[src/rtl/mc_controller.sv]
// ----------------------------------------------------------------------------
// mc_controller
//   Multi-cycle control unit for the RV32 datapath. A Moore FSM walks each
//   instruction through Fetch/Decode/Execute/Writeback. The op/funct3/funct7
//   fields are latched when FETCH is left, and every later state decodes only
//   that latched copy. Unsupported encodings park the FSM in TRAP and raise
//   the sticky 'illegal' flag until reset. 'instret' counts retired
//   instructions.
//
//   Build option: define MC_BNE_EN to accept funct3=001 (bne) in the branch
//   state. Without it a bne encoding is treated as illegal.
//
// Ports
//   clk, reset          clock; asynchronous active-low reset
//   op/funct3/funct7    instruction fields from the datapath (valid in FETCH)
//   Zero                ALU zero flag (branch decision)
//   PCWrite..RegWrite   datapath control outputs
//   illegal             sticky unsupported-instruction flag
//   state               current FSM state (debug)
//   instret             retired-instruction count, wraps at 2^CNT_W
// ----------------------------------------------------------------------------
module mc_controller #(
    parameter int CNT_W = 32
) (
    input  logic             clk,
    input  logic             reset,
    input  logic [6:0]       op,
    input  logic [2:0]       funct3,
    input  logic [6:0]       funct7,
    input  logic             Zero,
    output logic             PCWrite,
    output logic             AdrSrc,
    output logic             MemWrite,
    output logic             IRWrite,
    output logic [1:0]       ResultSrc,
    output logic [2:0]       ALUControl,
    output logic [1:0]       ALUSrcB,
    output logic [1:0]       ALUSrcA,
    output logic [2:0]       ImmSrc,
    output logic             RegWrite,
    output logic             illegal,
    output logic [3:0]       state,
    output logic [CNT_W-1:0] instret
);

    localparam logic [3:0] S_FETCH   = 4'd0,  S_DECODE  = 4'd1,
                           S_MEMADR  = 4'd2,  S_MEMREAD = 4'd3,
                           S_MEMWB   = 4'd4,  S_MEMWR   = 4'd5,
                           S_EXEC_R  = 4'd6,  S_ALUWB   = 4'd7,
                           S_EXEC_I  = 4'd8,  S_JAL     = 4'd9,
                           S_BEQ     = 4'd10, S_EXEC_U  = 4'd11,
                           S_TRAP    = 4'd15;

    localparam logic [6:0] OP_LW  = 7'b0000011, OP_SW  = 7'b0100011,
                           OP_R   = 7'b0110011, OP_I   = 7'b0010011,
                           OP_LUI = 7'b0110111, OP_JAL = 7'b1101111,
                           OP_BR  = 7'b1100011;

    logic [3:0] state_n;
    logic [6:0] op_q;
    logic [2:0] f3_q;
    logic [6:0] f7_q;
    logic [2:0] alu_dec;
    logic       alu_ok;
    logic       br_ok, br_take;
    logic       pc_we, mem_we, ir_we, reg_we;

    // Only funct7[5] matters for decoding; the rest is latched for completeness.
    logic unused_f7;
    assign unused_f7 = ^{f7_q[6], f7_q[4:0]};

    // ALU decoder: R and I types share it; only R-type honours funct7[5] (sub).
    always_comb begin
        alu_dec = 3'b000;
        alu_ok  = 1'b1;
        case (f3_q)
            3'b000:  alu_dec = (op_q == OP_R && f7_q[5]) ? 3'b001 : 3'b000;
            3'b010:  alu_dec = 3'b101;
            3'b110:  alu_dec = 3'b011;
            3'b111:  alu_dec = 3'b010;
            default: alu_ok  = 1'b0;
        endcase
    end

`ifdef MC_BNE_EN
    assign br_ok   = (f3_q == 3'b000) || (f3_q == 3'b001);
    assign br_take = (f3_q == 3'b001) ? ~Zero : Zero;
`else
    assign br_ok   = (f3_q == 3'b000);
    assign br_take = Zero;
`endif

    // State register
    always_ff @(posedge clk or negedge reset) begin
        if (!reset) state <= S_FETCH;
        else        state <= state_n;
    end

    // Field latch: datapath fields are only trustworthy during FETCH.
    always_ff @(posedge clk or negedge reset) begin
        if (!reset) begin
            op_q <= '0;
            f3_q <= '0;
            f7_q <= '0;
        end else if (state == S_FETCH) begin
            op_q <= op;
            f3_q <= funct3;
            f7_q <= funct7;
        end
    end

    always_ff @(posedge clk or negedge reset) begin
        if (!reset)                 illegal <= 1'b0;
        else if (state_n == S_TRAP) illegal <= 1'b1;
    end

    // Retire on the final state of every legal instruction path.
    always_ff @(posedge clk or negedge reset) begin
        if (!reset)
            instret <= '0;
        else if (state == S_MEMWB || state == S_MEMWR ||
                 state == S_ALUWB || state == S_BEQ)
            instret <= instret + 1'b1;
    end

    // Next-state logic
    always_comb begin
        state_n = S_TRAP;
        case (state)
            S_FETCH:   state_n = S_DECODE;
            S_DECODE: begin
                case (op_q)
                    OP_LW, OP_SW: state_n = S_MEMADR;
                    OP_R:         state_n = S_EXEC_R;
                    OP_I:         state_n = S_EXEC_I;
                    OP_LUI:       state_n = S_EXEC_U;
                    OP_JAL:       state_n = S_JAL;
                    OP_BR:        state_n = br_ok ? S_BEQ : S_TRAP;
                    default:      state_n = S_TRAP;
                endcase
            end
            S_MEMADR:  state_n = (op_q == OP_LW) ? S_MEMREAD : S_MEMWR;
            S_MEMREAD: state_n = S_MEMWB;
            S_MEMWB:   state_n = S_FETCH;
            S_MEMWR:   state_n = S_FETCH;
            S_EXEC_R:  state_n = alu_ok ? S_ALUWB : S_TRAP;
            S_EXEC_I:  state_n = alu_ok ? S_ALUWB : S_TRAP;
            S_EXEC_U:  state_n = S_ALUWB;
            S_ALUWB:   state_n = S_FETCH;
            S_JAL:     state_n = S_ALUWB;
            S_BEQ:     state_n = S_FETCH;
            default:   state_n = S_TRAP;
        endcase
    end

    // Output logic (Moore, plus Zero for the branch PC enable)
    always_comb begin
        pc_we      = 1'b0;
        mem_we     = 1'b0;
        ir_we      = 1'b0;
        reg_we     = 1'b0;
        AdrSrc     = 1'b0;
        ResultSrc  = 2'b00;
        ALUControl = 3'b000;
        ALUSrcB    = 2'b00;
        ALUSrcA    = 2'b00;
        ImmSrc     = 3'b000;
        case (state)
            S_FETCH: begin
                ir_we = 1'b1; pc_we = 1'b1;
                ALUSrcB = 2'b10; ResultSrc = 2'b10;
            end
            S_DECODE: begin
                ALUSrcA = 2'b01; ALUSrcB = 2'b01;
                ImmSrc  = (op_q == OP_JAL) ? 3'b011 : 3'b010;
            end
            S_MEMADR: begin
                ALUSrcA = 2'b10; ALUSrcB = 2'b01;
                ImmSrc  = (op_q == OP_SW) ? 3'b001 : 3'b000;
            end
            S_MEMREAD: AdrSrc = 1'b1;
            S_MEMWB:   begin ResultSrc = 2'b01; reg_we = 1'b1; end
            S_MEMWR:   begin AdrSrc = 1'b1; mem_we = 1'b1; end
            S_EXEC_R:  begin ALUSrcA = 2'b10; ALUControl = alu_dec; end
            S_EXEC_I: begin
                ALUSrcA = 2'b10; ALUSrcB = 2'b01; ALUControl = alu_dec;
            end
            S_EXEC_U:  begin ALUSrcA = 2'b11; ALUSrcB = 2'b01; ImmSrc = 3'b100; end
            S_ALUWB:   reg_we = 1'b1;
            S_JAL:     begin ALUSrcA = 2'b01; ALUSrcB = 2'b10; pc_we = 1'b1; end
            S_BEQ: begin
                ALUSrcA = 2'b10; ALUControl = 3'b001; pc_we = br_take;
            end
            default: ;
        endcase
    end

    // FETCH is the reset state but must not write anything while reset is held.
    assign PCWrite  = pc_we  & reset;
    assign IRWrite  = ir_we  & reset;
    assign MemWrite = mem_we & reset;
    assign RegWrite = reg_we & reset;

endmodule

[config.mk]
export PLATFORM = sky130hd
export DESIGN_NAME = mc_controller
export DESIGN_NICKNAME = d
export VERILOG_FILES = /design/src/rtl/mc_controller.sv
export SDC_FILE = /design/constraint.sdc
export NUM_CORES = 1
export LEC_CHECK = 0
export ABC_AREA = 1
export CAP_MARGIN = 20
export CORE_MARGIN = 2
export CORE_UTILIZATION = 25
export CTS_BUF_LIST = sky130_fd_sc_hd__clkbuf_16
export DETAILED_ROUTE_END_ITERATION = 16
export DONT_BUFFER_PORTS = 1
export PLACE_DENSITY = 0.39
export SLEW_MARGIN = 5
export SYNTH_ARGS = -nofsm -noshare
export SYNTH_HDL_FRONTEND = slang
export SYNTH_SLANG_ARGS = --single-unit
[constraint.sdc]
create_clock -name clk -period 2 [get_ports clk]
set_input_delay 0.1 -clock clk [delete_from_list [all_inputs] [get_ports clk]]
set_output_delay 0.1 -clock clk [all_outputs]
set_load 0.02 [all_outputs]
# Yosys cells after proc, flatten, opt, wreduce, memory -nomap -nowiden
# Index checks and enable logic that the tools add are counted.
totals:
  input_bits: 20
  out_inout_bits: 54
  elab_cells: 70
  ff_bits: 53
op_classes:
  bitwise: 4
  n_eq_ne: 22
  n_reduce_logical: 17
  addsub: 1
  mux: 20
ops:
  columns: ["cell", "count"]
  rows:
  - ["$add A32 B1 Y32 const B", 1]
  - ["$pmux W4 S7", 1]
  - ["$pmux W4 S6", 1]
  - ["$eq A7 B6 Y1 const B", 3]
  - ["$eq A4 B4 Y1 const B", 5]
  - ["$eq A4 B3 Y1 const B", 4]
  - ["$reduce_or A4 Y1", 4]
  - ["$eq A7 B7 Y1 const B", 2]
  - ["$reduce_or A2 Y1", 7]
  - ["$pmux W3 S4", 1]
  - ["$pmux W3 S3", 1]
  - ["$eq A4 B2 Y1 const B", 2]
  - ["$mux W1", 8]
  - ["$pmux W2 S2", 2]
  - ["$eq A7 B2 Y1 const B", 1]
  - ["$eq A7 B5 Y1 const B", 1]
  - ["$eq A3 B3 Y1 const B", 2]
  - ["$mux W3", 2]
  - ["$pmux W2 S3", 1]
  - ["$pmux W3 S2", 1]
  - ["$and A1 B1 Y1", 4]
  - ["$eq A4 B1 Y1 const B", 1]
  - ["$logic_not A4 Y1", 1]
  - ["$mux W4", 1]
  - ["other kinds (5)", 7]

# Depth between registers and ports, before layout
# Gate-level depths: netlist of run 1.
depth:
  word_depth: 6
  ltp_mapped: 12
  ltp_nobuf: 12

# Worst setup path before layout of run 1
# Ideal clock, no wire load.
synth_timing:
  kind: "reg-to-reg"
  startpoint: "register instret[0]"
  endpoint: "register instret[20]"
  setup_ns: 0.117
  period_less_slack_ns: 1.717
  setup_slack_ns: 0.283
  n_path_buf: 1
  required_ns: 1.883
  t_arrival_ns: 1.599
  path_stages_with_launch: 10
  path_cell_list: "dfrtp_1 > ha_1 > buf_2 > nand3_1 > nor2_8 > nand3_4 > nor2_4 > nand2_1 > nand2_1 > nand2_1"
synth_between:
  elab_chain_len: 1
synth_lines:
  columns: ["item", "line", "source"]
  rows:
  - ["start, declared", "43", "output logic [CNT_W-1:0] instret"]
  - ["start signal, assigned", "123", "instret <= instret + 1'b1;"]
  - ["$add A32 B1 Y32", "123", null]
# No other way between the ends.
# A chain may end at the register's enable or synchronous reset.

# Worst setup path after layout of run 1
layout_timing:
  startpoint: "register state[3]"
  endpoint: "output port PCWrite"
layout_between:
  elab_chain_len: 4
  word_cells_on_any_way: 6
  cone_classes: "2 x eq/ne; 1 x mux; 1 x bitwise; 2 x reduce/logical"
layout_lines:
  columns: ["item", "line", "source"]
  rows:
  - ["start, declared", "42", "output logic [3:0] state,"]
  - ["start signal, assigned", "96", "else state <= state_n;"]
  - ["$eq A4 B4 Y1 or $logic_not A4 Y1 (tied branches)", "168", "case (state)"]
  - ["$reduce_or A2 Y1 (no line)", null, null]
  - ["$pmux W1 S2 *", "168", null]
  - ["$and A1 B1 Y1 *", "199", "assign PCWrite = pc_we & reset;"]
  - ["end, declared", "31", "output logic PCWrite,"]
# Every way passes the cells marked *; elsewhere a longest branch is shown, timed or not.

==> metrics.txt, run 1 <==
outcome=finished clean; FFs w/ async S/R, synth=100%; share of layout cells above drive strength 1=15.4%; Mapped Cells=420; cell area after layout=0.00373 sq mm; area added between synthesis and finish=26.7%; number of max-cap violations=0; first-pass GRT wire length=13.7 mm; chip height=112 microns; peak supply drop=0.000514 V; Post-synth EDFFs=0; CTS tree=done; final hold violation count=0; FILL cells=1252; Tot GR Track Use=13.6%; Synth Area per Inst=7.01 sq um; dpl cells=602; largest family of logic cells by synthesized area=simple AND/OR/NAND/NOR gates; Final Wtd Congestion=0.850; initial antenna violation count=0; H-tree Lvls=2; Req. time, crit path=1900 ps; PnR worst setup slack=168 ps; final clock skew=11.9 ps; CTS Root Buffer Type=clkbuf_16; power after layout=0.00398 W; fin cells=623; Crit. End Element=primary output; maximum clock frequency=546 MHz; antenna cells=0; Top FF cell, synth=dfrtp_1; final wirelength=8.35 mm; Vias/cell=4.48; compound-gate portion of the synthesized area=4.93%; endpoints failing setup=0; CTS clk-pin slew, worst paths=70 ps; dpl ws=203 ps; Layout Nets=500; initial core utilization=25.7%; global route total overflow=0; post-CTS setup buffer count=0; Synth warnings=0; share of the synthesized area in the top cell type=40.8%; worst rel slew slack=62.0%; flops & latches, synth=48; Netlist cell types=29; routed len/inst=13.4 microns; largest net degree at the start of global routing=49; dpl cell area=0.00343 sq mm; CTS buffer count=5; vias in the first global route=2659; worst hold path class=input port to asynchronous set/reset pin; Max Buffers Root-to-Sink=2; hold slack=356 ps; critical path fanouts, max=6; Sink Count=48; largest cells by area after synthesis=dfrtp_1, nand2_1, nor2_1; Die W=112 microns; post-synthesis mux area share=0%; Core ar.=0.0115 sq mm; drt initial violations=140; placement row count=39; IO Port Bufs=0; Post-Syn Area=0.00294 sq mm; Tightest Pin Transition=565 ps; vias=2794; post-synthesis sequential area ratio=40.8%; io pins=74; startpoint type of the worst setup path=flop; die area=0.0127 sq mm; DRT Pass-1 Iters=5; Routed Antenna Nets=0; Post-Syn Nets=441; dpl hpwl=6.47 mm; WS Path Type=flop to primary output; leading cell type in the layout, fill and taps excluded=nand2_1; Pleak=1.77 nW; min cycle time layout=1830 ps; Worst EP arrival=1730 ps; PwrDens=1070 mW/mm^2; Synth Area in XOR/XNOR=5.36%; Clock Latency Late Sink=290 ps; Final Max Tran Viols=0; Adder-Cell Fraction of Synth Area=0.425%; most frequent cells in the layout=nand2_1, inv_1, nor2_1; Tcrit/Tclk final=91.6%; Yosys top cell by area=dfrtp_1; # DRC=0; Simple-Gate Fraction of Synth Area=40.9%
-- per-layer routing --
metal / global-route usage [%] / vias up / share of wire [%]
met3: 3.51 / 2 / 4.9
met4: 3.66 / 0 / 0.50
met5: 0 / - / 0
met1: 20.1 / 1295 / 52
li1: - / 1440 / -
met2: 19.7 / 57 / 42
-- cell usage after synthesis, types with 4 or more instances --
cell / count
xor2_1: 13
nand4_1: 9
nand2_1: 140
o21ai_0: 19
nand3_1: 29
inv_2: 4
nor2_1: 53
dfrtp_1: 48
inv_1: 50
nor3_1: 15
a21oi_1: 6
xnor2_1: 5
-- stage by stage --
stage	TNS, ps	utilization (%)
2_1_floorplan	0	-
3_3_place_gp	0	29.9
3_5_place_dp	0	29.9
4_1_cts	0	32.5
5_1_grt	-16.5	32.5
6_report	0	32.5
-- worst max-delay path, stage by stage, from the launching register on --
cell and delay, ps:
dfrtp_1 450, nor2_2 190, inv_1 100, nor2_1 140, inv_1 160, nand2_1 120
a21oi_1 40, nor2_1 90, buf_4 150
-- registers in the layout, indices dropped and copies added (netlist names) --
register,count
f3_q,3
instret,32
op_q,7
f7_q,1
illegal,1
state,4
-- report_power, final --
| group | internal [W] | switching [W] |
|---|---|---|
| clock | 0.000462 | 0.000388 |
| combinational | 0.000562 | 0.00120 |
| sequential | 0.00118 | 0.000194 |
| total | 0.00220 | 0.00178 |
-- kinds of logic after synthesis --
kind of cell / after synthesis
xor gates and xnor gates: 18
and+or+nand+nor: 266
AOI/OAI and AO/OA: 28
adders and majority gates: 1
buffers and inverters: 59
DFF: 48
-- path summary, 6_finish.rpt --
path                            cells after the start   startpoint           to  slack, ps
worst max-delay path                                8     state[3]      PCWrite        170
worst min-delay path                                2        reset      op_q[6]        360
worst max register to register                      9  instret[18]  instret[28]        200
worst min register to register                      2      op_q[1]      op_q[1]        470
max in group asynchronous                           2        reset     state[0]       1410
min in group clk                                    2        reset     MemWrite        410
-- final cells by class --
cell class	count	area (sq um)	area share [%]
Clock buffer	5	125	3.35
Clock inverter	3	18.8	0.503
Sequential cell	48	1200	32.2
Tap cell	143	179	4.80
Multi-Input combinational cell	313	1530	40.9
Timing Repair Buffer	57	478	12.8
Inverter	54	203	5.43
-- repair_timing --
item	CTS	global route
hold endpoints to repair	59	0
setup endpoints to repair	0	3
hold buffers	13	0
gates resized for setup	0	3
Note: power is estimated with default switching activity, not from simulation.
==> run 2: changes to the inputs <==
- CORE_UTILIZATION: 25 -> 30
- HOLD_SLACK_MARGIN: unset -> 0.12
- PLACE_DENSITY: 0.39 -> 0.45
==> metrics.txt, run 2 (synthesis results as in run 1) <==
CTS tree=done; Largest register FFs=32; worst hold path class=input port to asynchronous set/reset pin; final hold violation count=0; Clock Latency Late Sink=290 ps; outcome=finished clean; multi-input logic area=0.00153 sq mm; Max Buffers Root-to-Sink=2; area added between synthesis and finish=26.6%; total negative setup slack=0 ps; critical path fanouts, max=6; dpl hpwl=6.14 mm; R2R setup slack=260 ps; Final Max Tran Viols=0; Reg with most FFs=instret; antenna cells=0; RSZ-0062 raised after global routing=no; H-tree Lvls=2; Tightest Pin Transition=463 ps; share of layout cells above drive strength 1=15.4%; leading cell type in the layout, fill and taps excluded=nand2_1; Vias/cell=4.50; FF/Latch Area=0.00120 sq mm; Pleak=1.77 nW; most frequent cells in the layout=nand2_1, nor2_1, inv_1; Tcrit/Tclk final=92.3%; dpl ws=273 ps; vias in the first global route=2695; Core ar.=0.00964 sq mm; # DRC=0; Die W=103 microns; post-CTS setup buffer count=0; Sink Count=48; first-pass GRT wire length=13.0 mm; Tot GR Track Use=15.6%; drt initial violations=153; initial antenna violation count=0; initial core utilization=30.5%; vias=2766; Worst EP arrival=1750 ps; final wirelength=7.86 mm; PnR worst setup slack=153 ps; global route total overflow=0; CTS buffer count=5; number of max-cap violations=0; final clock skew=10.2 ps; placement row count=36; min cycle time layout=1850 ps; Crit. End Element=primary output; CTS clk-pin slew, worst paths=70 ps; WS Path Type=flop to primary output; worst setup path end=PCWrite; largest net degree at the start of global routing=49; maximum clock frequency=541 MHz; routed len/inst=12.8 microns; DRT Pass-1 Iters=4; FILL cells=1062; worst rel slew slack=68.9%; Layout Nets=501; io pins=74; Reg2Reg Launch Point=state[2]; R2R depth=10; peak supply drop=0.000414 V; chip height=103 microns; PwrDens=1070 mW/mm^2; critical path launch point=state[2]; Final Wtd Congestion=0.790; Largest regs=instret (32), op_q (7), state (4); IO Port Bufs=0; startpoint type of the worst setup path=flop; Critical R2R Capture=instret[19]; Req. time, crit path=1900 ps; Routed Antenna Nets=0; CTS Root Buffer Type=clkbuf_16; die area=0.0106 sq mm; endpoints failing setup=0
[run 2: changes by cell type in the layout (fill, tap and decap cells not counted), sizes merged]
cell    delta
buf        +1
inv        +1
clkinv     -1
[run 2: routing by layer]
metal	track usage, %	part of all wire, %	vias to the layer above
met5	0	0	-
met4	3.64	0.72	0
met3	3.19	4.3	6
met2	24.1	45	52
met1	22.4	50	1276
li1	-	-	1432
[run 2: worst min path at each step]
stage	slack (ps)	cells past startpoint	to
2_1_floorplan	-200	0	f3_q[0]
3_3_place_gp	-190	0	illegal
3_5_place_dp	-190	0	illegal
4_1_cts	340	2	instret[4]
5_1_grt	350	2	instret[5]
6_report	330	2	instret[3]
[run 2: through the flow]
step | util [%] | hold WS, ps | instances | power, W | instance area [sq um]
2_1_floorplan | - | -196 | 420 | 0.00255 | 2940
3_3_place_gp | 35.5 | -193 | 593 | 0.00309 | 3430
3_5_place_dp | 35.5 | -193 | 593 | 0.00310 | 3430
4_1_cts | 38.6 | 340 | 614 | 0.00401 | 3720
5_1_grt | 38.7 | 350 | 614 | 0.00433 | 3730
6_report | 38.7 | 325 | 614 | 0.00398 | 3730
[run 2: critical path: stages, from the launching register on]
cell	delay, ps
dfrtp_1	450
nor2_1	180
inv_1	110
nor2_1	160
inv_1	160
nand2_1	120
a21oi_1	40
nor2_1	80
buf_4	140
[run 2: power breakdown]
| part | total (W) | internal (W) | switching [W] |
|---|---|---|---|
| Clock | 0.000850 | 0.000463 | 0.000387 |
| Sequential | 0.00136 | 0.00118 | 0.000183 |
| Combinational | 0.00177 | 0.000574 | 0.00120 |
[run 2: layout make-up]
class,count,area share [%]
Sequential cell,48,32.2
Tap cell,133,4.47
Inverter,54,5.44
Timing Repair Buffer,58,13.0
Clock inverter,3,0.470
Multi-Input combinational cell,313,41.0
Clock buffer,5,3.36
[run 2: repair_timing]
action | 4_1_cts | 5_1_grt
resized for setup | 0 | 3
hold buffers | 13 | 0
setup endpoints to repair | 0 | 2
hold endpoints to repair | 59 | 0
